<file path="config.mk">
export PLATFORM = sky130hd
export DESIGN_NAME = vlc_bit_packer_flat
export DESIGN_NICKNAME = d
export VERILOG_FILES = /design/src/rtl/vlc_bit_packer_if.sv /design/src/rtl/vlc_bit_packer.sv /design/src/flat_wrapper.sv
export SDC_FILE = /design/constraint.sdc
export NUM_CORES = 1
export LEC_CHECK = 0
export ABC_AREA = 0
export BUFFER_PORTS_ARGS = -buffer_cell sky130_fd_sc_hd__buf_2
export CORE_ASPECT_RATIO = 1.4
export CORE_UTILIZATION = 55
export CTS_CLUSTER_SIZE = 40
export DETAILED_ROUTE_END_ITERATION = 10
export PLACE_DENSITY_LB_ADDON = 0.05
export SETUP_SLACK_MARGIN = 0.02
export SYNTH_ARGS = -nofsm -noshare
export SYNTH_HDL_FRONTEND = slang
export SYNTH_SLANG_ARGS = --single-unit
</file>
<file path="constraint.sdc">
create_clock -name clk -period 10.39 [get_ports clk]
set_input_delay 0.5195 -clock clk [delete_from_list [all_inputs] [get_ports clk]]
set_output_delay 0.5195 -clock clk [all_outputs]
set_load 0.005 [all_outputs]
</file>
<file path="src/rtl/vlc_bit_packer_if.sv">
// Handshake bundle between the VLC coder, the bit packer and the slice writer.
// master = the side that feeds codewords and consumes packed words.
interface vlc_bit_packer_if;
    logic        input_valid;
    logic        input_ready;
    logic [31:0] sum_n;
    logic [31:0] codeword_length;
    logic        flush_req;
    logic        output_valid;
    logic        output_ready;
    logic [31:0] out_word;
    logic [2:0]  out_bytes;
    logic        flush_done;
    logic [31:0] total_bits;
    logic        length_error;

    modport master (
        output input_valid, sum_n, codeword_length, flush_req, output_ready,
        input  input_ready, output_valid, out_word, out_bytes, flush_done,
               total_bits, length_error
    );

    modport slave (
        input  input_valid, sum_n, codeword_length, flush_req, output_ready,
        output input_ready, output_valid, out_word, out_bytes, flush_done,
               total_bits, length_error
    );
endinterface

</file>
<file path="src/rtl/vlc_bit_packer.sv">
// Packs right-aligned variable-length codewords into an MSB-first stream of 32-bit
// words; flush byte-aligns the slice tail and reports the slice length in bits.
module vlc_bit_packer #(
    parameter int MAX_CW_LEN = 32
) (
    input logic             clk,
    input logic             reset_n,
    vlc_bit_packer_if.slave bus
);
    typedef enum logic [1:0] {RUN, FLUSH, DONE} state_t;

    state_t      state, state_n;
    logic [63:0] acc, acc_s, acc_n;
    logic [6:0]  bit_cnt, cnt_s, cnt_n;
    logic [6:0]  sh;
    logic [5:0]  len;
    logic [31:0] code_mask;
    logic [63:0] code64;
    logic        slot_free, accept, full_word, partial, len_over;

    logic        ov_q;
    logic [31:0] word_q;
    logic [2:0]  bytes_q;
    logic [31:0] total_q;
    logic        lerr_q;

    assign bus.input_ready  = (state == RUN) && (bit_cnt <= 7'd32);
    assign bus.flush_done   = (state == DONE);
    assign bus.output_valid = ov_q;
    assign bus.out_word     = word_q;
    assign bus.out_bytes    = bytes_q;
    assign bus.total_bits   = total_q;
    assign bus.length_error = lerr_q;

    assign slot_free = !ov_q || bus.output_ready;
    assign accept    = bus.input_valid && bus.input_ready;
    assign full_word = (bit_cnt >= 7'd32) && slot_free;
    assign partial   = (state == FLUSH) && (bit_cnt != 7'd0) && (bit_cnt < 7'd32) && slot_free;
    assign len_over  = bus.codeword_length > 32'(MAX_CW_LEN);

    // Extraction happens first so a same-cycle append lands behind the remaining bits.
    always_comb begin
        len       = len_over ? 6'(MAX_CW_LEN) : bus.codeword_length[5:0];
        code_mask = (len >= 6'd32) ? 32'hFFFF_FFFF : ((32'd1 << len) - 32'd1);
        code64    = {32'd0, bus.sum_n & code_mask};
        acc_s     = acc;
        cnt_s     = bit_cnt;
        if (full_word) begin
            acc_s = acc << 32;
            cnt_s = bit_cnt - 7'd32;
        end else if (partial) begin
            acc_s = '0;
            cnt_s = '0;
        end
        sh    = 7'd64 - cnt_s - {1'b0, len};
        acc_n = acc_s;
        cnt_n = cnt_s;
        if (accept) begin
            acc_n = acc_s | (code64 << sh);
            cnt_n = cnt_s + {1'b0, len};
        end
        state_n = state;
        case (state)
            RUN: if (bus.flush_req) begin
                state_n = FLUSH;
                // padding bits are already zero in acc; only the count moves
                cnt_n   = (cnt_n + 7'd7) & 7'h78;
            end
            FLUSH: if ((bit_cnt == 7'd0) && slot_free) state_n = DONE;
            DONE:  state_n = RUN;
            default: state_n = RUN;
        endcase
    end

    always_ff @(posedge clk or negedge reset_n) begin
        if (!reset_n) state <= RUN;
        else          state <= state_n;
    end

    always_ff @(posedge clk or negedge reset_n) begin
        if (!reset_n) begin
            acc     <= '0;
            bit_cnt <= '0;
            ov_q    <= 1'b0;
            word_q  <= '0;
            bytes_q <= '0;
            total_q <= '0;
            lerr_q  <= 1'b0;
        end else begin
            acc     <= acc_n;
            bit_cnt <= cnt_n;
            if (full_word) begin
                word_q  <= acc[63:32];
                bytes_q <= 3'd4;
                ov_q    <= 1'b1;
            end else if (partial) begin
                word_q  <= acc[63:32];
                bytes_q <= bit_cnt[5:3];
                ov_q    <= 1'b1;
            end else if (bus.output_ready) begin
                ov_q    <= 1'b0;
            end
            if (state == DONE)  total_q <= '0;
            else if (accept)    total_q <= total_q + {26'd0, len};
            if (accept && len_over) lerr_q <= 1'b1;
        end
    end
endmodule
</file>
<file path="src/flat_wrapper.sv">
// flat-port wrapper written by rule: the top's interface ports become plain ports
module vlc_bit_packer_flat 
#(
    parameter int MAX_CW_LEN = 32
)
  (clk, reset_n, bus_input_valid, bus_sum_n, bus_codeword_length, bus_flush_req, bus_output_ready, bus_input_ready, bus_output_valid, bus_out_word, bus_out_bytes, bus_flush_done, bus_total_bits, bus_length_error);
  vlc_bit_packer_if bus_i ();
  input logic clk;
  input logic reset_n;
  input wire logic [$bits(bus_i.input_valid)-1:0] bus_input_valid;
  input wire logic [$bits(bus_i.sum_n)-1:0] bus_sum_n;
  input wire logic [$bits(bus_i.codeword_length)-1:0] bus_codeword_length;
  input wire logic [$bits(bus_i.flush_req)-1:0] bus_flush_req;
  input wire logic [$bits(bus_i.output_ready)-1:0] bus_output_ready;
  output wire logic [$bits(bus_i.input_ready)-1:0] bus_input_ready;
  output wire logic [$bits(bus_i.output_valid)-1:0] bus_output_valid;
  output wire logic [$bits(bus_i.out_word)-1:0] bus_out_word;
  output wire logic [$bits(bus_i.out_bytes)-1:0] bus_out_bytes;
  output wire logic [$bits(bus_i.flush_done)-1:0] bus_flush_done;
  output wire logic [$bits(bus_i.total_bits)-1:0] bus_total_bits;
  output wire logic [$bits(bus_i.length_error)-1:0] bus_length_error;
  assign bus_i.input_valid = bus_input_valid;
  assign bus_i.sum_n = bus_sum_n;
  assign bus_i.codeword_length = bus_codeword_length;
  assign bus_i.flush_req = bus_flush_req;
  assign bus_i.output_ready = bus_output_ready;
  assign bus_input_ready = bus_i.input_ready;
  assign bus_output_valid = bus_i.output_valid;
  assign bus_out_word = bus_i.out_word;
  assign bus_out_bytes = bus_i.out_bytes;
  assign bus_flush_done = bus_i.flush_done;
  assign bus_total_bits = bus_i.total_bits;
  assign bus_length_error = bus_i.length_error;
  vlc_bit_packer #(.MAX_CW_LEN(MAX_CW_LEN)) u_core (.clk(clk), .reset_n(reset_n), .bus(bus_i));
endmodule
</file>
==> flow_metrics.py, run 1 <==
metrics = {
    "sta": {
        "tightest_slew_ns": 0.961,
        "skew_ns": 0.0107,
        "fin_crit_sh_pct": 55.0,
        "fin_crit_ns": 5.71,
        "slew_viol_final": 0,
        "rsz0062_at_grt": "no",
        "hold_viol_final": 0,
        "fmax_ghz": 0.175,
        "max-slew-margin-rel_pct": 35.7,
        "setup_violations": 0,
        "setup_tns_ns": 0,
    },
    "power": {
        "p_comb_share_pct": 43.8,
        "p_sw_mw": 1.08,
        "power_density_mw_per_mm2": 219,
        "p_sw_share_pct": 41.1,
        "p_leak_nw": 5.62,
        "total_power_mw": 2.63,
        "clkPwrFrac_pct": 24.9,
        "p_int_mw": 1.55,
        "p_seq_share_pct": 31.3,
        "ir_worst_vdd_uv": 150,
    },
    "global_route": {
        "grt_pass1_wl_um": 53300,
        "overflow": 0,
        "gr-usage-all-layers_pct": 34.0,
        "grt_antenna_before_repair": 0,
        "grt_max_degree": 73,
        "grt_pass1_vias": 9885,
    },
    "worst_setup_path": {
        "cp-startpoint": "bus_codeword_length[17]",
        "cp.required_ns": 10.72,
        "cp_max_fo": 55,
        "start_kind": "input pin",
        "reg2reg_from": "u_core.bit_cnt[5]",
        "critPathCaptureType": "flop",
        "critPathArrivalTime_ns": 6.05,
        "critical_path_class": "in -> reg",
    },
    "synthesis": {
        "ys_ff_latch": 142,
        "syn_inst": 1218,
        "synth_edf_count": 0,
        "syn_area_per_cell_um2": 8.69,
        "syn_area_mm2": 0.0106,
        "ys_seq_area_share_pct": 33.6,
        "syn_nets": 1314,
        "ys_types": 89,
        "yosys_warnings": 0,
        "synthArstFlopShare_pct": 100,
        "ys.flop_type": "dfrtp_1",
    },
    "cts": {
        "clkLatencyLatePin_ns": 0.43,
        "cts.sinks": 142,
        "post-cts-setup-buffers": 0,
        "cts_tree": "done",
        "cts_buffers": 17,
        "hold_buffers": 0,
        "clockBufferDepth": 2,
        "root_buffer": "clkbuf_16",
        "ctsResizeCount": 0,
        "clk_pin_slew_ns": 0.07,
        "htree_levels": 4,
    },
    "cells_and_area": {
        "layout_common_cells": "dfrtp_1, buf_2, nand2_1",
        "areaGrowthSynthToFinish_pct": 13.1,
        "drive_gt1_share_pct": 21.7,
        "mostFrequentLayoutCell": "dfrtp_1",
        "antenna_cells": 0,
        "final_util_pct": 63.9,
        "fillers": 1645,
        "stdcell_area_mm2": 0.0120,
        "nets": 1397,
    },
    "floorplan": {
        "dieArea_mm2": 0.0198,
        "start_util_pct": 56.5,
        "pin_count": 140,
        "die_w_um": 119,
        "core_mm2": 0.0188,
        "die_y_um": 166,
        "std_cell_rows": 59,
    },
    "route": {
        "drcViolationCount": 0,
        "dr.pass1.iters": 6,
        "ant_nets": 0,
        "drtIter0Drc": 1110,
        "finalWirelength_um": 33400,
        "wl_per_cell_um": 21.4,
        "num_vias": 10300,
        "vias_per_cell": 6.59,
    },
    "placed_design": {
        "port_buffers": 139,
        "place_congestion": 0.970,
        "dpl.hpwl_um": 24300,
        "dpl_cell_area_mm2": 0.0114,
    },
    "worst_hold_path": {
        "holdCritPathClass": "in -> async",
    },
    "outcome": {
        "status": "finished clean",
    },
    "flow_run": {
        "cap_viol_max_count": 0,
    },
}
-- state kept, by name, indices dropped and copies added, names as in the netlist --
register	flops
u_core.bit_cnt	7
u_core.acc	64
u_core.bus.out_bytes	3
u_core.bus.out_word	32
u_core.bus.length_error	1
u_core.state	2
u_core.bus.total_bits	32
u_core.bus.output_valid	1
-- metal layers --
layer,GRT usage [%],up-vias,share of wire (%)
li1,-,4748,-
met1,42.7,4955,40
met2,56.6,467,49
met3,5.01,101,6.0
met4,17.0,0,4.4
met5,0,-,0
-- cell usage after synthesis (7+ instances only) --
| cell | number | share of area, % |
|---|---|---|
| dfrtp_1 | 142 | 34 |
| nand2_1 | 127 | 4.5 |
| nor2_1 | 105 | 3.7 |
| o21ai_0 | 70 | 3.3 |
| a21oi_1 | 62 | 2.9 |
| clkbuf_1 | 61 | 2.2 |
| mux2_2 | 46 | 4.9 |
| nand3_1 | 45 | 2.1 |
| inv_1 | 31 | 1.1 |
| and3_1 | 30 | 1.8 |
| xor2_1 | 28 | 2.3 |
| mux2i_1 | 27 | 2.6 |
| o211ai_1 | 27 | 1.9 |
| ha_1 | 26 | 3.1 |
| nor3_1 | 22 | 1.0 |
| a31oi_1 | 20 | 1.2 |
| a22o_1 | 18 | 1.5 |
| buf_2 | 15 | 0.71 |
| nand4_1 | 14 | 0.83 |
| a21o_1 | 13 | 0.92 |
| a221oi_1 | 13 | 1.1 |
| nor4_1 | 13 | 0.77 |
| or3_1 | 13 | 0.77 |
| xnor2_1 | 13 | 1.1 |
| mux4_2 | 12 | 2.6 |
| o21ai_1 | 12 | 0.57 |
| o22ai_1 | 12 | 0.71 |
| a211oi_1 | 11 | 0.78 |
| o221ai_1 | 11 | 0.91 |
| and2_1 | 10 | 0.59 |
| o21a_1 | 10 | 0.71 |
| nor2b_1 | 8 | 0.47 |
| buf_1 | 7 | 0.25 |
| o311ai_0 | 7 | 0.58 |
-- worst paths after layout --
path                                            to  slack (ns)  cells past startpoint
max                                 u_core.acc[60]        4.68                     16
min                        u_core.bus.out_word[15]        0.08                      1
max reg2reg                         u_core.acc[60]        5.23                     15
min reg2reg                u_core.bus.length_error        0.47                      1
max in group asynchronous   u_core.bus.out_word[3]        8.95                      2
min in group clk                   u_core.state[0]        0.39                      3
-- power groups by stage --
stage / Clock, mW / Sequential (mW) / Combinational (mW)
after floorplan: 0 / 0.807 / 0.783
after global placement: 0 / 0.827 / 1.12
after detailed placement: 0 / 0.829 / 1.13
after CTS: 0.660 / 0.820 / 1.14
after global routing: 0.677 / 0.839 / 1.25
final: 0.655 / 0.821 / 1.15
-- layout make-up --
cell class                      count  area, um^2  area share [%]
Timing Repair Buffer              155         822            6.86
Tap cell                          244         305            2.55
Multi-Input combinational cell    951        6550            54.6
Clock inverter                     13         173            1.44
Inverter                           34         128            1.07
Clock buffer                       19         453            3.78
Sequential cell                   142        3550            29.7
-- critical path, stage by stage --
cell,delay (ns)
buf_2,0.11
nor4_4,0.38
and4b_1,0.62
nand2_2,0.38
inv_2,0.20
nand2_1,0.11
ha_1,0.24
ha_1,0.23
fa_2,0.53
buf_4,0.47
inv_1,0.55
or3_1,0.53
o21a_1,0.13
a221oi_1,0.57
mux2i_1,0.20
o221ai_1,0.25
-- logic make-up after synthesis --
kind of cell | count (synthesis) | synth area share [%]
simple gates | 427 | 20.0
compound gates | 368 | 24.2
flops | 142 | 33.6
buf+inv | 125 | 4.96
mux | 87 | 10.4
xor+xnor | 42 | 3.60
fa+ha+maj | 27 | 3.26
-- stage by stage --
step | setup WS [ns] | hold slack [ns] | cells
2_1_floorplan | 6.01 | 0.224 | 1218
3_3_place_gp | 4.49 | 0.437 | 1526
3_5_place_dp | 4.41 | 0.453 | 1526
4_1_cts | 4.84 | 0.116 | 1558
5_1_grt | 4.34 | 0.147 | 1558
6_report | 4.68 | 0.0790 | 1558
No activity file was read; power rests on OpenSTA's default activity.
==> run 2: changes to the inputs <==
--- a/config.mk
+++ b/config.mk
@@ -8,7 +8,7 @@
 export ABC_AREA = 0
 export BUFFER_PORTS_ARGS = -buffer_cell sky130_fd_sc_hd__buf_2
 export CORE_ASPECT_RATIO = 1.4
-export CORE_UTILIZATION = 55
+export CORE_UTILIZATION = 54
 export CTS_CLUSTER_SIZE = 40
 export DETAILED_ROUTE_END_ITERATION = 10
 export PLACE_DENSITY_LB_ADDON = 0.05
==> constraint.sdc (replaced) <==
create_clock -name clk -period 4.69 [get_ports clk]
set_input_delay 0.2345 -clock clk [delete_from_list [all_inputs] [get_ports clk]]
set_output_delay 0.2345 -clock clk [all_outputs]
set_load 0.005 [all_outputs]
==> run 2 against run 1 <==
Effect of this change: utilization grew 0.49 points; sequential power grew 120%; register-to-register slack lost 5.1 ns; worst hold slack gained 0.026 ns; clock skew grew 0.0011 ns; final cell count grew 3.2%; critical endpoint is now u_core.acc[62]; clock power grew 120%; routed wire length grew 3.7%; cell area grew 3.3%; critical path type is now reg -> reg; total power grew 130%; first-iteration DRC count shrank 9.2%; worst setup slack lost 4.5 ns.
==> flow_metrics.py, run 2 (synthesis gave the netlist of run 1 again) <==
metrics = {
    "outcome": {
        "status": "finished clean",
    },
    "worst_setup_path": {
        "critical_path_class": "reg -> reg",
        "cp-endpoint": "u_core.acc[62]",
        "critPathArrivalTime_ns": 4.87,
        "rr_endpoint": "u_core.acc[62]",
        "path_common_cell": "ha_1",
        "crit_chain": "inv_1 > ha_1 > nand3_1 > and2_1 > ha_1 > inv_1 > ha_1 > fa_2 > xnor2_2 > nor2_1 > a22o_1 > a211o_1 > mux2_2 > o21ai_1",
        "cp-startpoint": "u_core.bit_cnt[5]",
        "cp_max_fo": 11,
        "cp_slowest_stage_delay_ns": 0.60,
        "rr_worst_depth": 14,
        "crit_buf_inv": 2,
        "reg2reg_from": "u_core.bit_cnt[5]",
        "ff2ff_setup_slack_ns": 0.16,
        "critPathCaptureType": "flop",
        "cp.required_ns": 5.03,
        "path_delay_family": "adder cells",
        "slowest_stage": "xnor2_2",
        "cp.depth": 14,
        "start_kind": "flop",
    },
    "route": {
        "ant_nets": 0,
        "finalWirelength_um": 34600,
        "drtIter0Drc": 1008,
        "dr.pass1.iters": 8,
        "num_vias": 10500,
        "wl_per_cell_um": 21.5,
        "drcViolationCount": 0,
        "vias_per_cell": 6.54,
    },
    "placed_design": {
        "place_congestion": 0.969,
        "port_buffers": 139,
        "dpl.hpwl_um": 26100,
        "dpl_cell_area_mm2": 0.0117,
    },
    "cts": {
        "cts_tree": "done",
        "clockBufferDepth": 2,
        "root_buffer": "clkbuf_16",
        "clk_pin_slew_ns": 0.07,
        "htree_levels": 4,
        "cts_buffers": 17,
        "clkLatencyLatePin_ns": 0.43,
        "cts.sinks": 142,
    },
    "cells_and_area": {
        "drive_gt1_share_pct": 24.3,
        "nets": 1443,
        "mostFrequentLayoutCell": "dfrtp_1",
        "largest_register_ffs": 64,
        "antenna_cells": 0,
        "areaGrowthSynthToFinish_pct": 16.8,
        "largest_register": "u_core.acc",
        "layout_common_cells": "dfrtp_1, buf_2, nand2_1",
        "stdcell_area_mm2": 0.0124,
        "fillers": 1691,
        "final_util_pct": 64.4,
    },
    "sta": {
        "fmax_ghz": 0.221,
        "setup_violations": 0,
        "fin_crit_ns": 4.53,
        "slew_viol_final": 0,
        "tightest_slew_ns": 1.04,
        "holdWs_ns": 0.105,
        "hold_viol_final": 0,
        "skew_ns": 0.0118,
        "fin_crit_sh_pct": 96.5,
        "max-slew-margin-rel_pct": 29.5,
        "rsz0062_at_grt": "no",
        "setup_tns_ns": 0,
    },
    "floorplan": {
        "dieArea_mm2": 0.0202,
        "die_y_um": 168,
        "core_mm2": 0.0192,
        "pin_count": 140,
        "start_util_pct": 55.1,
        "std_cell_rows": 60,
        "die_w_um": 120,
    },
    "global_route": {
        "overflow": 0,
        "gr-usage-all-layers_pct": 34.3,
        "grt_antenna_before_repair": 0,
        "grt_pass1_vias": 9920,
        "grt_pass1_wl_um": 53800,
        "grt_max_degree": 105,
    },
    "power": {
        "p_sw_share_pct": 41.2,
        "total_power_mw": 5.93,
        "power_density_mw_per_mm2": 479,
        "p_leak_nw": 5.85,
        "ir_worst_vdd_uv": 211,
        "p_int_mw": 3.49,
        "p_seq_share_pct": 30.5,
        "clkPwrFrac_pct": 24.3,
        "p_sw_mw": 2.44,
        "p_comb_share_pct": 45.2,
    },
    "flow_run": {
        "cap_viol_max_count": 0,
    },
    "worst_hold_path": {
        "holdCritPathClass": "in -> reg",
    },
}
==> run 2: cell count changes in the layout (fill, tap and decap cells not counted), moves of 2 or more <==
cell      change
clkbuf_8      -2
buf_12        +3
inv_6         +2
buf_4        +42
==> run 2: repair_timing <==
| action | 4_1_cts | 5_1_grt |
|---|---|---|
| hold buffers | 1 | 0 |
| buffers inserted | 0 | 0 |
| endpoints found under the setup margin | 0 | 1 |
| hold endpoints to repair | 103 | 0 |
| resized for setup | 0 | 1 |
==> run 2: worst register-to-register path, cell delays in order, from the launching register on <==
cell     delay, ns
dfrtp_1       0.45
inv_1         0.11
ha_1          0.25
nand3_1       0.23
and2_1        0.30
ha_1          0.30
inv_1         0.04
ha_1          0.24
fa_2          0.41
xnor2_2       0.60
nor2_1        0.33
a22o_1        0.29
a211o_1       0.41
mux2_2        0.31
o21ai_1       0.19
==> run 2: layout make-up <==
cell class                      count  area [um^2]  share of cell area [%]
Clock buffer                       17          425                    3.44
Clock inverter                     15          195                    1.58
Inverter                           34          128                    1.03
Multi-Input combinational cell    951         6550                    53.0
Sequential cell                   142         3550                    28.7
Tap cell                          248          310                    2.51
Timing Repair Buffer              201         1210                    9.76
==> run 2: worst min path at each step <==
stage                             start                 endpoint  cells past startpoint  slack, ns
after floorplan                 reset_n            u_core.acc[0]                      0      -0.06
after global placement          reset_n  u_core.bus.out_word[12]                      1       0.42
after detailed placement        reset_n  u_core.bus.out_word[12]                      1       0.42
after CTS                 bus_flush_req          u_core.state[0]                      3        0.1
after global routing      bus_flush_req          u_core.state[0]                      3       0.15
final                     bus_flush_req          u_core.state[0]                      3       0.10
==> run 2: layer usage <==
metal	wire length [um]	track usage, %
met5	0	0
met4	1750	18.1
met3	1850	4.19
met2	17100	57.6
met1	13900	42.8
==> run 2: through the flow <==
stage          instances  setup WS (ns)
4_1_cts             1608          0.249
3_5_place_dp        1575        -0.0457
2_1_floorplan       1218          0.591
5_1_grt             1608         0.0492
3_3_place_gp        1575         0.0215
6_report            1608          0.162
==> run 2: power groups by stage <==
stage / registers, mW / logic, mW / clock network (mW)
floorplan: 1.79 / 1.73 / 0
global placement: 1.81 / 2.59 / 0
detailed placement: 1.82 / 2.63 / 0
CTS: 1.81 / 2.64 / 1.45
global route: 1.85 / 2.90 / 1.49
finish: 1.81 / 2.68 / 1.44
